[config.mk]
export PLATFORM = sky130hd
export DESIGN_NAME = dfdd_input_formatter
export DESIGN_NICKNAME = d
export VERILOG_FILES = /design/src/rtl/dfdd_pkg.sv /design/src/rtl/uint_to_fp16.sv /design/src/rtl/dfdd_input_formatter.sv
export SDC_FILE = /design/constraint.sdc
export NUM_CORES = 1
export LEC_CHECK = 0
export ABC_AREA = 1
export CAP_MARGIN = 25
export CORE_MARGIN = 2
export CORE_UTILIZATION = 30
export DETAILED_ROUTE_END_ITERATION = 12
export SLEW_MARGIN = 5
export SYNTH_ARGS = -nofsm -noshare
export SYNTH_HDL_FRONTEND = slang
export SYNTH_SLANG_ARGS = --single-unit
[constraint.sdc]
create_clock -name clk_i -period 16.4 [get_ports clk_i]
set_input_delay 1.64 -clock clk_i [delete_from_list [all_inputs] [get_ports clk_i]]
set_output_delay 1.64 -clock clk_i [all_outputs]
set_load 0.005 [all_outputs]
[src/rtl/dfdd_pkg.sv]
// Shared definitions for the DFDD pipeline front end: FP16 field layout,
// raster coordinate width and the input formatter state encoding.
package dfdd_pkg;

  localparam int EXP_WIDTH   = 5;
  localparam int FRAC_WIDTH  = 10;
  localparam int EXP_BIAS    = 15;
  localparam logic [15:0] FP16_ZERO = 16'h0000;

  localparam int COORD_WIDTH = 16;

  typedef enum logic [1:0] {
    ST_IDLE,
    ST_PLUS,
    ST_MINUS,
    ST_FLUSH
  } fmt_state_e;

endpackage

[src/rtl/uint_to_fp16.sv]
// Two-stage unsigned integer to FP16 converter with a delayed sideband.
// DFDD_INPUT_NORMALIZE_EN scales the result by 2^-PIXEL_WIDTH into [0,1).
module uint_to_fp16
  import dfdd_pkg::*;
#(
  parameter int PIXEL_WIDTH = 8,
  parameter int SIDE_WIDTH  = 1
) (
  input  logic                   clk_i,
  input  logic                   rst_i,
  input  logic                   valid_i,
  input  logic [PIXEL_WIDTH-1:0] value_i,
  input  logic [SIDE_WIDTH-1:0]  side_i,
  output logic                   valid_o,
  output logic [15:0]            fp16_o,
  output logic [SIDE_WIDTH-1:0]  side_o
);

  localparam int MSB_W = 4;
`ifdef DFDD_INPUT_NORMALIZE_EN
  localparam int NORM_SHIFT = PIXEL_WIDTH;
`else
  localparam int NORM_SHIFT = 0;
`endif
  localparam logic [EXP_WIDTH-1:0] EXP_BASE = EXP_WIDTH'(EXP_BIAS - NORM_SHIFT);

  logic                   s1_valid_q, s1_valid_d;
  logic [PIXEL_WIDTH-1:0] s1_value_q, s1_value_d;
  logic [MSB_W-1:0]       s1_msb_q,   s1_msb_d;
  logic [SIDE_WIDTH-1:0]  s1_side_q,  s1_side_d;
  logic                   valid_q,    valid_d;
  logic [15:0]            fp16_q,     fp16_d;
  logic [SIDE_WIDTH-1:0]  side_q,     side_d;

  logic [FRAC_WIDTH:0]    ext;
  logic [FRAC_WIDTH-1:0]  frac;
  logic [EXP_WIDTH-1:0]   exp_field;

  // Stage 1: leading-one position, registered alongside the raw value.
  always_comb begin
    s1_valid_d = valid_i;
    s1_value_d = value_i;
    s1_side_d  = side_i;
    s1_msb_d   = '0;
    for (int i = 0; i < PIXEL_WIDTH; i++) begin
      if (value_i[i]) s1_msb_d = MSB_W'(i);
    end
  end

  // Stage 2: align the leading one to the hidden bit and pack; results hold between strobes.
  always_comb begin
    ext       = (FRAC_WIDTH + 1)'(s1_value_q);
    frac      = FRAC_WIDTH'(ext << (MSB_W'(FRAC_WIDTH) - s1_msb_q));
    exp_field = EXP_BASE + EXP_WIDTH'(s1_msb_q);
    valid_d   = s1_valid_q;
    fp16_d    = fp16_q;
    side_d    = side_q;
    if (s1_valid_q) begin
      fp16_d = (s1_value_q == '0) ? FP16_ZERO : {1'b0, exp_field, frac};
      side_d = s1_side_q;
    end
  end

  always_ff @(posedge clk_i or posedge rst_i) begin
    if (rst_i) begin
      s1_valid_q <= 1'b0;
      s1_value_q <= '0;
      s1_msb_q   <= '0;
      s1_side_q  <= '0;
      valid_q    <= 1'b0;
      fp16_q     <= FP16_ZERO;
      side_q     <= '0;
    end else begin
      s1_valid_q <= s1_valid_d;
      s1_value_q <= s1_value_d;
      s1_msb_q   <= s1_msb_d;
      s1_side_q  <= s1_side_d;
      valid_q    <= valid_d;
      fp16_q     <= fp16_d;
      side_q     <= side_d;
    end
  end

  assign valid_o = valid_q;
  assign fp16_o  = fp16_q;
  assign side_o  = side_q;

endmodule

[src/rtl/dfdd_input_formatter.sv]
// DFDD input stage: pairs interleaved rho-plus/rho-minus beats, converts them
// to FP16 and tags each pair with raster col/row. Build option: DFDD_INPUT_NORMALIZE_EN.
module dfdd_input_formatter
  import dfdd_pkg::*;
#(
  parameter int IMAGE_WIDTH  = 640,
  parameter int IMAGE_HEIGHT = 480,
  parameter int PIXEL_WIDTH  = 8,
  parameter int FLUSH_CYCLES = 0
) (
  input  logic                   clk_i,
  input  logic                   rst_i,
  input  logic [PIXEL_WIDTH-1:0] pixel_i,
  input  logic                   pixel_valid_i,
  output logic                   pixel_ready_o,
  input  logic                   sof_i,
  output logic [15:0]            i_rho_plus_o,
  output logic [15:0]            i_rho_minus_o,
  output logic [15:0]            col_o,
  output logic [15:0]            row_o,
  output logic                   valid_o,
  output logic                   frame_done_o,
  output logic                   error_o
);

  localparam logic [COORD_WIDTH-1:0] COL_MAX = COORD_WIDTH'(IMAGE_WIDTH - 1);
  localparam logic [COORD_WIDTH-1:0] ROW_MAX = COORD_WIDTH'(IMAGE_HEIGHT - 1);
  localparam logic [31:0]            FLUSH_LOAD = 32'(FLUSH_CYCLES - 1);

  fmt_state_e             state_q, state_d;
  logic                   ready_q, ready_d;
  logic                   error_q, error_d;
  logic [PIXEL_WIDTH-1:0] plus_hold_q, plus_hold_d;
  logic [COORD_WIDTH-1:0] col_q, col_d, row_q, row_d;
  logic [31:0]            flush_cnt_q, flush_cnt_d;
  logic                   pair_valid_q, pair_valid_d;
  logic                   pair_last_q, pair_last_d;
  logic [PIXEL_WIDTH-1:0] pair_plus_q, pair_plus_d, pair_minus_q, pair_minus_d;
  logic [COORD_WIDTH-1:0] pair_col_q, pair_col_d, pair_row_q, pair_row_d;

  logic                   accept;
  logic                   last_pos;
  logic                   plus_valid, minus_valid;
  logic [COORD_WIDTH:0]   plus_side;

  assign accept   = pixel_valid_i && ready_q;
  assign last_pos = (col_q == COL_MAX) && (row_q == ROW_MAX);

  // Ready is registered from the next state so it stays low throughout reset.
  always_comb begin
    state_d      = state_q;
    error_d      = error_q;
    plus_hold_d  = plus_hold_q;
    col_d        = col_q;
    row_d        = row_q;
    flush_cnt_d  = flush_cnt_q;
    pair_valid_d = 1'b0;
    pair_last_d  = pair_last_q;
    pair_plus_d  = pair_plus_q;
    pair_minus_d = pair_minus_q;
    pair_col_d   = pair_col_q;
    pair_row_d   = pair_row_q;
    case (state_q)
      ST_IDLE: begin
        if (accept && sof_i) begin
          plus_hold_d = pixel_i;
          col_d       = '0;
          row_d       = '0;
          state_d     = ST_MINUS;
        end
      end
      ST_PLUS: begin
        if (accept) begin
          plus_hold_d = pixel_i;
          state_d     = ST_MINUS;
          if (sof_i) begin
            error_d = 1'b1;
            col_d   = '0;
            row_d   = '0;
          end
        end
      end
      ST_MINUS: begin
        if (accept && sof_i) begin
          error_d     = 1'b1;
          plus_hold_d = pixel_i;
          col_d       = '0;
          row_d       = '0;
        end else if (accept) begin
          pair_valid_d = 1'b1;
          pair_last_d  = last_pos;
          pair_plus_d  = plus_hold_q;
          pair_minus_d = pixel_i;
          pair_col_d   = col_q;
          pair_row_d   = row_q;
          if (col_q == COL_MAX) begin
            col_d = '0;
            row_d = (row_q == ROW_MAX) ? '0 : row_q + 1'b1;
          end else begin
            col_d = col_q + 1'b1;
          end
          if (!last_pos) begin
            state_d = ST_PLUS;
          end else if (FLUSH_CYCLES > 0) begin
            state_d     = ST_FLUSH;
            flush_cnt_d = FLUSH_LOAD;
          end else begin
            state_d = ST_IDLE;
          end
        end
      end
      ST_FLUSH: begin
        if (flush_cnt_q == '0) state_d = ST_IDLE;
        else flush_cnt_d = flush_cnt_q - 1'b1;
      end
      default: state_d = ST_IDLE;
    endcase
    ready_d = (state_d != ST_FLUSH);
  end

  always_ff @(posedge clk_i or posedge rst_i) begin
    if (rst_i) begin
      state_q      <= ST_IDLE;
      ready_q      <= 1'b0;
      error_q      <= 1'b0;
      plus_hold_q  <= '0;
      col_q        <= '0;
      row_q        <= '0;
      flush_cnt_q  <= '0;
      pair_valid_q <= 1'b0;
      pair_last_q  <= 1'b0;
      pair_plus_q  <= '0;
      pair_minus_q <= '0;
      pair_col_q   <= '0;
      pair_row_q   <= '0;
    end else begin
      state_q      <= state_d;
      ready_q      <= ready_d;
      error_q      <= error_d;
      plus_hold_q  <= plus_hold_d;
      col_q        <= col_d;
      row_q        <= row_d;
      flush_cnt_q  <= flush_cnt_d;
      pair_valid_q <= pair_valid_d;
      pair_last_q  <= pair_last_d;
      pair_plus_q  <= pair_plus_d;
      pair_minus_q <= pair_minus_d;
      pair_col_q   <= pair_col_d;
      pair_row_q   <= pair_row_d;
    end
  end

  // The plus lane carries {last, col} and the minus lane carries row.
  uint_to_fp16 #(
    .PIXEL_WIDTH(PIXEL_WIDTH),
    .SIDE_WIDTH (COORD_WIDTH + 1)
  ) u_conv_plus (
    .clk_i  (clk_i),
    .rst_i  (rst_i),
    .valid_i(pair_valid_q),
    .value_i(pair_plus_q),
    .side_i ({pair_last_q, pair_col_q}),
    .valid_o(plus_valid),
    .fp16_o (i_rho_plus_o),
    .side_o (plus_side)
  );

  uint_to_fp16 #(
    .PIXEL_WIDTH(PIXEL_WIDTH),
    .SIDE_WIDTH (COORD_WIDTH)
  ) u_conv_minus (
    .clk_i  (clk_i),
    .rst_i  (rst_i),
    .valid_i(pair_valid_q),
    .value_i(pair_minus_q),
    .side_i (pair_row_q),
    .valid_o(minus_valid),
    .fp16_o (i_rho_minus_o),
    .side_o (row_o)
  );

  assign col_o         = plus_side[COORD_WIDTH-1:0];
  assign valid_o       = plus_valid && minus_valid;
  assign frame_done_o  = valid_o && plus_side[COORD_WIDTH];
  assign pixel_ready_o = ready_q;
  assign error_o       = error_q;

endmodule

* After elaboration in Yosys (flattened, before gate mapping)
Index checks and enable logic that the tools add are counted.
** Operators by class
- $add $sub $neg :: 7
- Eq/ne operators :: 13
- Shifts and indexed selects :: 2
- Mux-type cells :: 45
- Bitwise logic cells :: 2
- Reduce and logical (&&, ||, !) cells :: 18
** Operator list (count)
- 16-bit two-way mux :: 10
- 16-bit case mux with 3 select lines :: 2
- 16-bit by 1-bit adder with 16-bit output, second input constant :: 2
- 32-bit zero test :: 1
- 32-bit by 1-bit subtractor with 32-bit output, second input constant :: 1
- 15-bit two-way mux :: 2
- 3-bit two-way mux :: 8
- 8-bit by 4-bit left shift with 10-bit output :: 2
- 2-bit two-way mux :: 9
- 16-bit by 10-bit == test with 1-bit output, second input constant :: 1
- 16-bit by 9-bit == test with 1-bit output, second input constant :: 1
- 8-bit zero test :: 2
- 8-bit two-way mux :: 2
- 8-bit case mux with 2 select lines :: 1
- 4-bit by 3-bit adder with 5-bit output, first input constant :: 2
- 2-bit inequality test, second input constant :: 5
- 1-bit two-way mux :: 9
- 2-bit case mux with 4 select lines :: 1
- 4-bit by 3-bit subtractor with 4-bit output, first input constant :: 2
- 3-bit inequality test, second input constant :: 2
- 3-bit AND reduction :: 2
- 6-bit AND reduction :: 1
- 5-bit AND reduction :: 1
- 2-bit == test, second input constant :: 2
- other kinds (11) :: 16
** Word-level totals
- Flip-flop bits (word level) :: 248
- Input bits :: 12

* Longest topological paths before layout
Gate-level depths: netlist (run 1).
- Depth after elaboration :: 7
- Mapped depth :: 11
- Depth with buffers taken out :: 11

* Cells and area by module
A second synthesis (run 1) with hierarchy kept.
** Unflattened totals
- Cell total of the unflattened synthesis :: 1405
- Area, all modules :: 11506.0 µm²
** By module, submodules not included
- dfdd_input_formatter :: times used 1, cells an instance 885, area an instance 6607.6 µm², seq. area each 3153.0 µm²
- uint_to_fp16 (u_conv_plus) :: times used 1, cells an instance 262, area an instance 2463.6 µm², seq. area each 1551.5 µm²
- uint_to_fp16 (u_conv_minus) :: times used 1, cells an instance 258, area an instance 2434.8 µm², seq. area each 1501.4 µm²

* Worst setup path before layout (run 1)
No wires, ideal clock.
- Path kind :: input to register
- Start point :: input port pixel_valid_i
- End point :: register col_q[15]
- Setup time :: 0.119 ns
- Data arrival time :: 2.549 ns
- Data required time :: 16.281 ns
- Setup slack :: 13.732 ns
- Stages :: 10
- Buffers on the path :: 1
- Cells stage by stage :: nand2_1 > inv_1 > nand2_2 > inv_2 > buf_6 > nand2_1 > nor2_1 > nand3_1 > nand2_1 > nor2_1
** On the way
- Longest elaborated chain between the ends :: 4
- Elaborated cells between the ends (all ways) :: 8
- Classes of those cells :: 3 x eq/ne; 2 x mux; 3 x reduce/logical
** Ends and longest elaborated chain
- start: declaration :: RTL line dfdd_input_formatter.sv:14 : input logic pixel_valid_i,
- 1-bit logical AND (*) :: RTL line dfdd_input_formatter.sv:46 : assign accept = pixel_valid_i && ready_q;
- 1-bit logical AND :: RTL line dfdd_input_formatter.sv:65, dfdd_input_formatter.sv:84
- 3-bit inequality test (no line) (tied with other cells)
- 5-bit AND reduction (no line) / 16-bit case mux with 3 select lines (equally long branches)
- end signal: assignment :: RTL line dfdd_input_formatter.sv:141 : col_q <= col_d;
- end: declaration :: RTL line dfdd_input_formatter.sv:34 : logic [COORD_WIDTH-1:0] col_q, col_d, row_q, row_d;
Mark *: on every way between the ends. The rest lies on a longest branch, timed or not.
A chain may end at the register's enable or synchronous reset.

==> results of run 1 <==
[metrics by stage]
stage	utilization, %	power [mW]
after detailed placement	33.1	1.29
after global routing	35.6	2.01
after CTS	35.4	1.89
after global placement	33.1	1.28
after floorplan	-	1.13
final	35.6	1.88
[power by group through the flow]
stage                     Sequential, mW  Combinational [mW]  Clock, mW
final                              0.813               0.470      0.592
after global routing               0.832               0.541      0.634
after detailed placement           0.824               0.465          0
after global placement             0.821               0.458          0
after floorplan                    0.801               0.325          0
after CTS                          0.814               0.468      0.610
[layout make-up]
class                           instances  area [sq um]
Fill cell                            3852         24000
Clock buffer                           34           689
Timing Repair Buffer                   86           871
Sequential cell                       246          6160
Tap cell                              474           593
Clock inverter                         11           170
Multi-Input combinational cell        938          4270
Inverter                              136           518
[kinds of logic (layout without fill, tap and decap cells)]
group / Yosys count / after routing / synth area share [%]
fa+ha+maj: 10 / 10 / 1.11
compound gates: 166 / 166 / 7.99
other cells: 1 / 2 / 0.0333
flops: 246 / 246 / 54.6
xor+xnor: 25 / 25 / 1.94
buf+inv: 193 / 267 / 7.59
simple gates: 735 / 735 / 26.7
[synth_stat cells, drive strengths merged]
cell type	count
o21bai	2
buf	37
clkbuf	20
nor3	10
nor2	135
xnor2	7
inv	136
nand4	14
o211ai	13
a21boi	1
nand2	490
nand3	78
nand3b	2
a31o	1
o21a	1
ha	10
o21ai	131
a21oi	16
a31oi	1
nor4	1
conb	1
xor2	18
or2	2
and2	3
dfrtp	246
[worst max-delay path, cell delays in order]
cell	delay, ps
clkdlybuf4s50_1	490
inv_8	570
buf_4	320
buf_16	300
buf_4	540
[final timing paths]
check / start / to / depth (start not counted)
max: rst_i / u_conv_minus.s1_side_q[6] / 5
min: pair_valid_q / u_conv_minus.s1_valid_q / 0
max reg2reg: u_conv_plus.s1_msb_q[0] / u_conv_plus.fp16_o[7] / 7
min reg2reg: pair_valid_q / u_conv_minus.s1_valid_q / 0
max in group clk_i: pixel_valid_i / col_q[9] / 10
min in group asynchronous: rst_i / plus_hold_q[7] / 2
[routing by layer]
layer  up-vias  wire (microns)  GRT usage (%)
li1       4428               -              -
met1      4078           12000           18.0
met3        34             976           1.82
met5         -              13              0
met4         2             421           3.29
met2       149           10900           20.6
[registers in the layout (all words and copies together) (netlist names), 2 cells and up]
register,count
u_conv_plus.s1_msb_q,3
u_conv_minus.s1_side_q,16
col_q,16
u_conv_minus.s1_msb_q,3
pair_plus_q,8
pair_minus_q,8
u_conv_plus.s1_side_q,17
u_conv_plus.fp16_o,15
flush_cnt_q,32
u_conv_plus.side_o,17
plus_hold_q,8
u_conv_minus.side_o,16
u_conv_minus.s1_value_q,8
u_conv_minus.fp16_o,15
pair_row_q,16
row_q,16
u_conv_plus.s1_value_q,8
pair_col_q,16
state_q,2
==> results.cfg, run 1 <==
[synth]
netlist_top_cells_area = dfrtp_1 (55%), nand2_1 (16%), o21ai_0 (5.5%)
syn_inst = 1376
synth_top_area_share_pct = 54.6
ys_seq_elements = 246
syn_area_per_cell_sq_um = 8.19
synth_area_sq_um = 11300
synth_top_cell_by_area = dfrtp_1
ys_seq_area_share_pct = 54.6
synth_cell_types = 37
yosysWarnings = 0

[route]
postRouteAntennaNets = 0
routedWlPerCell_microns = 12.6
via_count = 8691
drt-total-wl_microns = 24300
initialDrtViolationCount = 504
via_per_inst = 4.51
drc = 0
dr.pass1.iters = 5

[status]
outcome = finished, final reports clean

[cells_and_area]
final_cell_mix = nand2_1 (482), dfrtp_1 (246), inv_1 (125), o21ai_0 (124), nor2_1 (120)
drive_gt1_share_pct = 6.20
layout_commonest_cell = nand2_1
final_area_sq_um = 13300
stdcell_count = 1925
num_antenna_cells = 0
area_growth_pct = 17.6
nets = 1455

[timing]
slew_headroom_pct = 37.7
holdWs_ps = 348
fin_crit_ps = 3460
worst_pin_slew_ps = 927
rsz0062_at_grt = no
finalCritPeriodShare_pct = 21.1
report.final.slew_viol_count = 0
fmax_mhz = 289
finalSetupViolations = 0
finalHoldViolations = 0
fin_ws_ps = 12940
clock_skew_ps = 15.8
fin_setup_tns_ps = 0

[power]
power.share.combinational_pct = 25.1
clock_power_share_pct = 31.6
ir_drop_v = 0.0000798
internal-power_mw = 1.28
switchingPower_mw = 0.594
p_seq_share_pct = 43.4
leakagePower_nw = 6.60
swShare_pct = 31.7
power.density_nw_per_um2 = 141

[floorplanning]
fp-row-count = 71
die-height_microns = 198
core-area_sq_um = 37300
ios = 80
start_util_pct = 30.2
die_w_microns = 198
die_area_sq_um = 39100

[place]
dp.cells = 1876
post_dp_cell_area_sq_um = 12300
pre_cts_slack_ps = 11940
io_buffers = 77
globalplace.congestion = 0.880
hpwl_microns = 17100

[clock_tree]
cts_resized = 0
hold_buffers = 0
cts_buffers = 25
cts-root-buf = clkbuf_16
post_cts_buffers = 0
cts.path.max_buffers = 3
cts_tree = built
clock_sinks = 246
cts.clk_slew.worst_paths_ps = 60
clk_latency_ps = 520
h-tree-depth = 1

[global_routing]
grt.overflow.total = 0
grt_max_degree = 127
grt_pass1_wl_microns = 41600
first_global_vias = 8228
grt.total_usage_pct = 12.8
antenna_found_initial = 1

[worst_hold_path]
hold_class = reg2reg

[setup_path]
worstPathArrival_ps = 4070
path_class = in2async
crit_required_ps = 17010
end_kind = asynchronous set/reset pin
critPathMaxFanout = 126
crit_path_start_kind = input port
reg2reg_slack_ps = 14070

[flow_run]
max-cap-violations = 0
Note: power is estimated with default switching activity, not from simulation.
==> inputs of run 2 (changes only) <==
- clock period: 16.4 -> 2.8 ns (I/O delays scaled with it)
==> run 2 against run 1 <==
  * Worst setup slack worse by 12000 ps
  * Routed wire length increased by 1.2%
  * Power grew to 5.9 times the previous value
  * Combinational power increased to 6.0 times the previous value
  * Clock skew grew 20 ps
  * Design area is 0.60% higher
  * Non-clock buffer count grew 7
  * Register-to-register slack got worse by 13000 ps
  * Sequential share of layout area is 0.28 points lower
  * Die area is the same
  * Critical endpoint is now u_conv_minus.fp16_o[8]
==> results.cfg, run 2 (synthesized netlist as in run 1, its figures left out) <==
[place]
dp.cells = 1886
pre_cts_slack_ps = 593
io_buffers = 77
hpwl_microns = 17800
globalplace.congestion = 0.856

[timing]
fmax_mhz = 452
clock_skew_ps = 35.4
fin_crit_ps = 2210
report.final.slew_viol_count = 0
slew_headroom_pct = 54.5
rsz0062_at_grt = no
holdWs_ps = 21.8
finalCritPeriodShare_pct = 78.9
finalSetupViolations = 0
worst_pin_slew_ps = 681
fin_ws_ps = 590
finalHoldViolations = 0

[setup_path]
end_kind = register
path_class = reg2reg
worstPathArrival_ps = 2700
crit_path_start_kind = register
critPathMaxFanout = 16
crit_required_ps = 3290
rr_worst_depth = 8

[cells_and_area]
layout_commonest_cell = nand2_1
num_antenna_cells = 0
stdcell_count = 1935
final_cell_mix = nand2_1 (482), dfrtp_1 (246), inv_1 (125), o21ai_0 (124), nor2_1 (120)
regMostFlops = flush_cnt_q
area_growth_pct = 18.4
drive_gt1_share_pct = 7.19
largest_register_ffs = 32
nets = 1463

[floorplanning]
start_util_pct = 30.2
core-area_sq_um = 37300
die_w_microns = 198
fp-row-count = 71
die-height_microns = 198
ios = 80
die_area_sq_um = 39100

[flow_run]
max-cap-violations = 0

[clock_tree]
cts_buffers = 26
cts_resized = 0
clk_latency_ps = 550
h-tree-depth = 1
clock_sinks = 246
cts.clk_slew.worst_paths_ps = 60
cts-root-buf = clkbuf_16
cts_tree = built
post_cts_buffers = 0
cts.path.max_buffers = 3
hold_buffers = 0

[power]
leakagePower_nw = 6.63
p_total_mw = 11.0
power.density_nw_per_um2 = 823
ir_drop_v = 0.000487

[route]
dr.pass1.iters = 5
via_per_inst = 4.45
initialDrtViolationCount = 463
routedWlPerCell_microns = 12.7
via_count = 8614
drc = 0
drt-total-wl_microns = 24600
postRouteAntennaNets = 0

[global_routing]
first_global_vias = 8375
grt_pass1_wl_microns = 42100
grt.overflow.total = 0
grt_max_degree = 81
grt.total_usage_pct = 13.0
antenna_found_initial = 1

[status]
outcome = finished, final reports clean

[worst_hold_path]
hold_class = in2async
run 2: cell types whose count changed in the layout (fill, tap and decap cells not counted), sizes merged:
cell      change
clkinvlp      +5
bufinv        -3
clkbuf        -1
inv           -2
buf           +7
clkinv        +4
run 2: cell type report:
class                   instances  area (sq um)
inverters                     136           514
flip-flops and latches        246          6160
clock inverters                15           136
repair buffers                 93           941
multi-input cells             938          4270
fillers                      3814         24000
well taps                     474           593
clock buffers                  33           737
run 2: final timing paths:
path / start / to / slack (ps)
setup / recovery: u_conv_minus.s1_msb_q[0] / u_conv_minus.fp16_o[8] / 590
hold / removal: rst_i / plus_hold_q[3] / 20
setup reg to reg: u_conv_minus.s1_msb_q[0] / u_conv_minus.fp16_o[8] / 590
hold reg to reg: pair_valid_q / u_conv_minus.s1_valid_q / 350
max in group asynchronous: rst_i / u_conv_plus.side_o[6] / 2060
min in group clk_i: pixel_i[2] / plus_hold_q[2] / 350
run 2: power breakdown:
part | internal, mW | switching, mW | total (mW)
combinational | 1.17 | 1.67 | 2.83
sequential | 4.28 | 0.467 | 4.74
clock | 1.97 | 1.43 | 3.40
total | 7.41 | 3.57 | 11.0
run 2: through the flow:
step	cell area, sq um	TNS [ps]	util [%]
after floorplan	11300	-175090	-
after global placement	12400	0	33.4
after detailed placement	12500	0	33.4
after CTS	13300	0	35.7
after global routing	13300	0	35.8
final	13300	0	35.8
run 2: per-layer routing:
metal | vias to the layer above | global-route usage (%) | routed length [microns]
li1 | 4443 | - | -
met1 | 4001 | 17.7 | 11700
met2 | 140 | 21.8 | 11400
met3 | 28 | 1.89 | 1080
met4 | 2 | 3.17 | 335
met5 | - | 0 | 13
run 2: critical path, cell delays in order (launching register included):
cell and delay (ps):
dfrtp_1 590, inv_1 200, ha_1 460, inv_1 200, nor3_1 270, nand2_1 120
a21oi_1 140, o21ai_0 120, nand2_1 70
